==> config.mk <==
export PLATFORM = sky130hd
export DESIGN_NAME = aiep_input_conditioner
export DESIGN_NICKNAME = d
export VERILOG_FILES = /design/src/rtl/aiep_io_pkg.sv /design/src/rtl/aiep_debounce_chan.sv /design/src/rtl/aiep_input_conditioner.sv
export SDC_FILE = /design/constraint.sdc
export NUM_CORES = 1
export LEC_CHECK = 0
export CAP_MARGIN = 25
export CORE_AREA = 2 2 182 184
export CTS_CLUSTER_SIZE = 25
export DETAILED_ROUTE_END_ITERATION = 6
export DIE_AREA = 0 0 184 186
export PLACE_DENSITY = 0.52
export SETUP_SLACK_MARGIN = 0.3
export SLEW_MARGIN = 20
export SYNTH_ARGS = -nofsm -noshare
export SYNTH_HDL_FRONTEND = slang
export SYNTH_SLANG_ARGS = --single-unit
export TNS_END_PERCENT = 1
==> constraint.sdc <==
create_clock -name fpga_clk_50 -period 2.7 [get_ports fpga_clk_50]
set_input_delay 0.27 -clock fpga_clk_50 [delete_from_list [all_inputs] [get_ports fpga_clk_50]]
set_output_delay 0.27 -clock fpga_clk_50 [all_outputs]
set_load 0.005 [all_outputs]
==> src/rtl/aiep_io_pkg.sv <==
// Shared constants and types for the AIEP user-board input conditioning path.
package aiep_io_pkg;

    localparam int unsigned N_KEY  = 3;
    localparam int unsigned N_SW   = 3;
    localparam int unsigned N_CH   = N_KEY + N_SW;
    localparam int unsigned CLK_HZ = 50_000_000;

    // 20 ms debounce, 1 s first hold, 250 ms auto-repeat at CLK_HZ
    localparam int unsigned DEBOUNCE_CYCLES_DEF = CLK_HZ / 50;
    localparam int unsigned HOLD_CYCLES_DEF     = CLK_HZ;
    localparam int unsigned REPEAT_CYCLES_DEF   = CLK_HZ / 4;
    localparam int unsigned CNT_W_DEF           = 26;

    localparam logic [N_CH-1:0] STATE_IDLE = 6'b111111;

    typedef enum logic {
        HOLD_ARM,
        HOLD_REPEAT
    } hold_phase_e;

endpackage

==> src/rtl/aiep_debounce_chan.sv <==
// One input channel: 2-FF synchroniser followed by a persistence-counter debouncer.
module aiep_debounce_chan
    import aiep_io_pkg::*;
#(
    parameter int unsigned DEBOUNCE_CYCLES = DEBOUNCE_CYCLES_DEF,
    parameter int unsigned CNT_W           = CNT_W_DEF
) (
    input  logic clk,
    input  logic rst_n,
    input  logic raw_i,
    output logic level_o,
    output logic rise_o,
    output logic fall_o
);

    logic             s1;
    logic             s2;
    logic [CNT_W-1:0] dcnt;
    logic             accept;

    assign accept = (s2 != level_o) && (dcnt == CNT_W'(DEBOUNCE_CYCLES - 1));

    // rise_o/fall_o flag the edge on which level_o will take the new value,
    // so the parent can register its pulses in step with the level update.
    assign rise_o = accept & s2;
    assign fall_o = accept & ~s2;

    always_ff @(posedge clk or negedge rst_n) begin
        if (!rst_n) begin
            s1 <= 1'b1;
            s2 <= 1'b1;
        end else begin
            s1 <= raw_i;
            s2 <= s1;
        end
    end

    always_ff @(posedge clk or negedge rst_n) begin
        if (!rst_n) begin
            level_o <= 1'b1;
            dcnt    <= '0;
        end else if (s2 == level_o) begin
            dcnt <= '0;
        end else if (accept) begin
            level_o <= s2;
            dcnt    <= '0;
        end else begin
            dcnt <= dcnt + CNT_W'(1);
        end
    end

endmodule

==> src/rtl/aiep_input_conditioner.sv <==
// Debounced KEY/SW levels plus per-key press/release/hold event pulses.
module aiep_input_conditioner
    import aiep_io_pkg::*;
#(
    parameter int unsigned DEBOUNCE_CYCLES = DEBOUNCE_CYCLES_DEF,
    parameter int unsigned HOLD_CYCLES     = HOLD_CYCLES_DEF,
    parameter int unsigned REPEAT_CYCLES   = REPEAT_CYCLES_DEF,
    parameter int unsigned CNT_W           = CNT_W_DEF
) (
    input  logic              fpga_clk_50,
    input  logic              fpga_rst_n,
    input  logic [N_KEY-1:0]  usr_key_i,
    input  logic [N_SW-1:0]   usr_sw_i,
    output logic [N_CH-1:0]   state_o,
    output logic              state_changed_o,
    output logic [N_KEY-1:0]  key_press_o,
    output logic [N_KEY-1:0]  key_release_o,
    output logic [N_KEY-1:0]  key_hold_o
);

    localparam logic [CNT_W-1:0] HOLD_LAST = CNT_W'(HOLD_CYCLES - 2);
    localparam logic [CNT_W-1:0] REP_LAST  =
        (REPEAT_CYCLES == 0) ? '0 : CNT_W'(REPEAT_CYCLES - 1);

    logic [N_CH-1:0]  raw;
    logic [N_CH-1:0]  level;
    logic [N_CH-1:0]  rise;
    logic [N_CH-1:0]  fall;
    logic [N_KEY-1:0] key_lvl;
    logic [N_KEY-1:0] key_rise;
    logic [N_KEY-1:0] key_fall;
    logic [N_KEY-1:0] held;

    hold_phase_e      phase_q [N_KEY];
    hold_phase_e      phase_d [N_KEY];
    logic [CNT_W-1:0] hcnt_q  [N_KEY];
    logic [CNT_W-1:0] hcnt_d  [N_KEY];
    logic [N_KEY-1:0] hold_d;

    assign raw = {usr_key_i, usr_sw_i};

    for (genvar g = 0; g < N_CH; g++) begin : g_chan
        aiep_debounce_chan #(
            .DEBOUNCE_CYCLES(DEBOUNCE_CYCLES),
            .CNT_W          (CNT_W)
        ) u_chan (
            .clk    (fpga_clk_50),
            .rst_n  (fpga_rst_n),
            .raw_i  (raw[g]),
            .level_o(level[g]),
            .rise_o (rise[g]),
            .fall_o (fall[g])
        );
    end

    assign state_o  = level;
    assign key_lvl  = level[N_CH-1:N_SW];
    assign key_rise = rise[N_CH-1:N_SW];
    assign key_fall = fall[N_CH-1:N_SW];

    // A key in its release-acceptance cycle is no longer held, so no hold
    // pulse can coincide with key_release_o.
    assign held = ~key_lvl & ~key_rise;

    always_ff @(posedge fpga_clk_50 or negedge fpga_rst_n) begin
        if (!fpga_rst_n) begin
            state_changed_o <= 1'b0;
            key_press_o     <= '0;
            key_release_o   <= '0;
        end else begin
            state_changed_o <= |(rise | fall);
            key_press_o     <= key_fall;
            key_release_o   <= key_rise;
        end
    end

    always_ff @(posedge fpga_clk_50 or negedge fpga_rst_n) begin
        if (!fpga_rst_n) begin
            for (int unsigned k = 0; k < N_KEY; k++) begin
                phase_q[k] <= HOLD_ARM;
                hcnt_q[k]  <= '0;
            end
            key_hold_o <= '0;
        end else begin
            for (int unsigned k = 0; k < N_KEY; k++) begin
                phase_q[k] <= phase_d[k];
                hcnt_q[k]  <= hcnt_d[k];
            end
            key_hold_o <= hold_d;
        end
    end

    always_comb begin
        for (int unsigned k = 0; k < N_KEY; k++) begin
            phase_d[k] = phase_q[k];
            hcnt_d[k]  = hcnt_q[k];
            if (!held[k]) begin
                phase_d[k] = HOLD_ARM;
                hcnt_d[k]  = '0;
            end else if (hold_d[k]) begin
                phase_d[k] = HOLD_REPEAT;
                hcnt_d[k]  = '0;
            end else if (phase_q[k] == HOLD_ARM || REPEAT_CYCLES != 0) begin
                hcnt_d[k] = hcnt_q[k] + CNT_W'(1);
            end
        end
    end

    always_comb begin
        hold_d = '0;
        for (int unsigned k = 0; k < N_KEY; k++) begin
            if (held[k]) begin
                if (phase_q[k] == HOLD_ARM) begin
                    hold_d[k] = (hcnt_q[k] == HOLD_LAST);
                end else if (REPEAT_CYCLES != 0) begin
                    hold_d[k] = (hcnt_q[k] == REP_LAST);
                end
            end
        end
    end

endmodule

==> results summary, run 1 <==
The clock-pin slew on the worst setup and hold paths is roughly 0.06 ns. Among all flip-flop cells after synthesis, the most frequent one is dfrtp_1. The final non-filler cell area is about 0.015 mm^2. The die height came out at 186 um.

The highest routing layer actually used is met4. The synthesized netlist occupies a cell area of ~0.013 mm^2. CTS saw between 200 and 300 sinks.

The transition time at the pin with the least slew margin is ~0.83 ns. The worst voltage drop across the vdd grid came out at between 0.5 and 0.6 mV. The largest individual stage delay along the critical path comes from the cell or4_4. In this run the mean area of a mapped cell was 9.84 um^2. Of the total power, the clock network draws 0.478.

The hold violation count in the final report is 0. The switching part of the total power is 0.212. The final critical delay including setup and external delays came out at approximately 2.3 ns. Global routing finished with a remaining overflow of 0. Leaving out fill and tap cells, the most frequent cells in the layout are nor2_1 (276), dfrtp_1 (247), xor2_1 (115). The first global-routing pass estimated 43500 um of wire. Setup repair after global routing could not meet its margin everywhere. The number of clock buffers inserted by TritonCTS is 30. The beginning of the worst register-to-register path is g_chan[3].u_chan.dcnt[0]$_DFF_PN0_. Tracing the worst setup path back leads to its startpoint at g_chan[3].u_chan.dcnt[0]$_DFF_PN0_. The final-layout setup total negative slack is 0 ns.

The cell at the root of the clock tree is clkbuf_16. The highest fanout seen on the critical path is 26. Summed over all nets, wire length on met2 after detailed routing comes to ~11000 um. Entering global routing, the biggest net connects around 80 pins.

The overall die width came out at around 180 um. Compared with the post-synthesis result, the final layout area differs by 13.3%. The standby leakage power came out at approximately 6.1 nW.

The area inside the core boundary came out at roughly 0.032 mm^2. The total die area came out at between 0.03 and 0.04 mm^2. The clock reaches the later pin of the worst-skew pair after 0.55 ns.

The number of register bits inferred by synthesis is 265. The fill cell instance count of the final layout is 3104. The data required time at the worst endpoint is 3.11 ns. The number of cells on the worst reg-to-reg path came out at 7. The setup check on the worst reg-to-reg path leaves a slack of 0.36 ns. The analysis attributes to net switching a power of about 1.7 mW. The signal on the critical path passes through ha_1 > and3_1 > nand3_2 > or4_4 > o211ai_4 > buf_4 > nor2_1. The worst setup path is captured at a flop. The via count is roughly 9k. The combinational power share came out at 0.024. The count of buffers from port buffering came out at 23. The run finished with clean final reports. In this run the remaining antenna-violating nets after routing total 0.

The total count of max-transition violations in the final report is 0. The half-perimeter wire length after detailed placement is ~16000 um. The internal power is approximately 6.4 mW. After detailed routing, the wire length on met1 is 12600 um.

The detailed router's first-iteration violation count came out at between 500 and 600. The number of DRC violations after detailed routing came out at 0. The overall power came out at between 8 and 9 mW. The net count reported at finish is roughly 1.4k. For this run, the register share of the synthesized area comes to 0.519. Counting every instance in the synthesized netlist gives 1302. For this run, asynchronously set or reset flops after synthesis account for 1.00. The total detailed-routing wirelength is around 25000 um. The number of global-route vias before repair came out at 8732. In the global route stage, overall resource usage came out at 0.152. The upper clock frequency limit is ~0.43 GHz. The antenna cell count is 0. TritonCTS built the clock tree.

The tightest min-delay check is of the input pin to flop type. Of the total power, registers draw 0.498. The end-of-flow core utilization came out at 0.451. The worst hold slack across all endpoints is around 0.13 ns.

The power per unit of standard cell area came out at between 500 and 600 mW/mm^2. Setup violations remaining at the end of the flow were counted as 0. The most common library cell in the layout ignoring fill and taps is nor2_1. The routed length per instance is around 14 um. The unique cell type count in the Yosys netlist is roughly 50. The final weighted congestion in routability-driven placement is roughly 0.78. The pre-antenna-repair detailed-routing pass consisted of 4 iterations. The largest single stage delay on the critical path is 0.60 ns. The number of vias per cell came out at 5.08. The Yosys step of the flow raised 0 warnings. Across the run, the number of max-cap violations was 0.

For this configuration, the core starts out at a cell density of 0.398. The routed wire length on met3 came out at slightly above 700 um. When the netlist entered floorplanning its net count stood at about 1.3k. The classification of the worst setup path is flop to flop. In this run the worst setup path terminates at hcnt_q[57]$_DFF_PN0_. In this run the critical register-to-register path is captured at hcnt_q[57]$_DFF_PN0_. The deepest level of the CTS H-tree is 1. Dividing the final minimum period by the clock period gives 0.866. At the worst endpoint, the arrival time is 2.75 ns. The ratio of cells with drive above 1 in the final layout came out at 0.0755.

The deepest clock path buffer count is 3. The post-place instance area is 0.0135 mm^2. STA classifies the critical path startpoint as a flop. The number of antenna violations at the first check in global routing was 0. The number of enable flip-flop cells after synthesis is 0.

The worst-case clock skew is ~0.017 ns. The floorplan has between 60 and 70 rows. The headroom to the max-slew limit is 0.440. The top-level port count came out at 24.
[power groups by stage]
stage	logic, mW	registers, mW	clock network, mW
5_1_grt	0.231	4.04	4.19
3_5_place_dp	0.206	4.11	0
3_3_place_gp	0.206	4.11	0
6_report	0.196	4.04	3.88
2_1_floorplan	0.0781	4.10	0
4_1_cts	0.208	4.04	4.04
[what timing repair did]
item                       CTS  global route
setup endpoints to repair   26            78
resized for setup            1             2
hold buffers                 1             0
buffers inserted             0             0
hold endpoints to repair    56             0
[how the worst min path moves through the flow]
stage,startpoint,end,slack (ns),depth (start not counted)
CTS,usr_sw_i[1],g_chan[1].u_chan.s1$_DFF_PN1_,0.1,1
detailed placement,fpga_rst_n,g_chan[5].u_chan.dcnt[11]$_DFF_PN0_,0.25,1
finish,usr_sw_i[1],g_chan[1].u_chan.s1$_DFF_PN1_,0.13,1
floorplan,fpga_rst_n,g_chan[0].u_chan.dcnt[0]$_DFF_PN0_,-0.03,0
global route,usr_sw_i[1],g_chan[1].u_chan.s1$_DFF_PN1_,0.11,1
global placement,fpga_rst_n,g_chan[5].u_chan.dcnt[12]$_DFF_PN0_,0.25,1
[worst max-delay path: cells and delay by family (launching register included)]
family | cells | cell delay (ns)
AO/OA/AOI/OAI | 1 | 0.17
flip-flops | 1 | 0.40
adder cells (fa/ha/maj) | 1 | 0.26
AND/OR/NAND/NOR | 4 | 1.04
buffers and inverters | 1 | 0.30
[metal layers]
metal	up-vias	track usage
li1	4517	-
met2	106	0.240
met3	31	0.0213
met4	0	0.0333
met1	4351	0.222
met5	-	0
[stage by stage]
stage	setup slack [ns]	cells
4_1_cts	0.359	1772
6_report	0.363	1772
3_3_place_gp	0.314	1715
5_1_grt	0.211	1772
3_5_place_dp	0.226	1715
2_1_floorplan	0.546	1302
[kinds of logic (layout without fill, tap and decap cells)]
logic type,count (synthesis),in the layout,share of synthesized area
compound gates,22,22,0.0122
fa+ha+maj,9,9,0.00879
mux,5,5,0.00440
buf+inv,78,140,0.0302
xor+xnor,217,217,0.148
simple gates,706,706,0.277
flops,265,265,0.519
[flip-flops by register name, indices dropped and copies added (netlist names)]
name and flops:
g_chan.u_chan.level_o 6, phase_q 3, g_chan.u_chan.s1 6, key_hold_o 3, key_release_o 3, state_changed_o 1, g_chan.u_chan.dcnt 156, g_chan.u_chan.s2 6
hcnt_q 78, key_press_o 3
[cell usage after synthesis (4+ instances only)]
cell type | n | area share
nor2_1 | 276 | 0.081
dfrtp_1 | 247 | 0.48
xor2_1 | 115 | 0.079
xnor2_1 | 102 | 0.070
nand3_1 | 88 | 0.034
nand2_1 | 79 | 0.023
nand4_1 | 72 | 0.035
nor3_1 | 38 | 0.015
nor4_1 | 37 | 0.018
inv_1 | 35 | 0.010
and3_1 | 30 | 0.015
and4_1 | 22 | 0.015
dfstp_2 | 18 | 0.037
buf_2 | 17 | 0.0066
buf_4 | 13 | 0.0076
nor4b_1 | 13 | 0.0089
ha_1 | 9 | 0.0088
clkbuf_1 | 8 | 0.0023
or3_1 | 8 | 0.0039
o21ai_0 | 7 | 0.0027
or4_1 | 7 | 0.0041
a21oi_1 | 6 | 0.0023
and2_1 | 6 | 0.0029
mux2_2 | 5 | 0.0044
nand2b_1 | 5 | 0.0024
nor3b_1 | 4 | 0.0023
[cell type report]
type                    instances  area, um^2  share of cell area
repair buffers                 49         483              0.0333
clock inverters                 2        10.0            0.000690
multi-input cells             959        5780               0.398
inverters                      35         131             0.00905
clock buffers                  54         942              0.0649
flip-flops and latches        265        6650               0.459
well taps                     408         510              0.0352
Power figures use the tool's default switching activity.
==> run 2: changes to the inputs <==
Settings changed: SLEW_MARGIN 20 to not set.
==> results of run 2 <==
Final layout, timing and power as in run 1 (identical DEF).
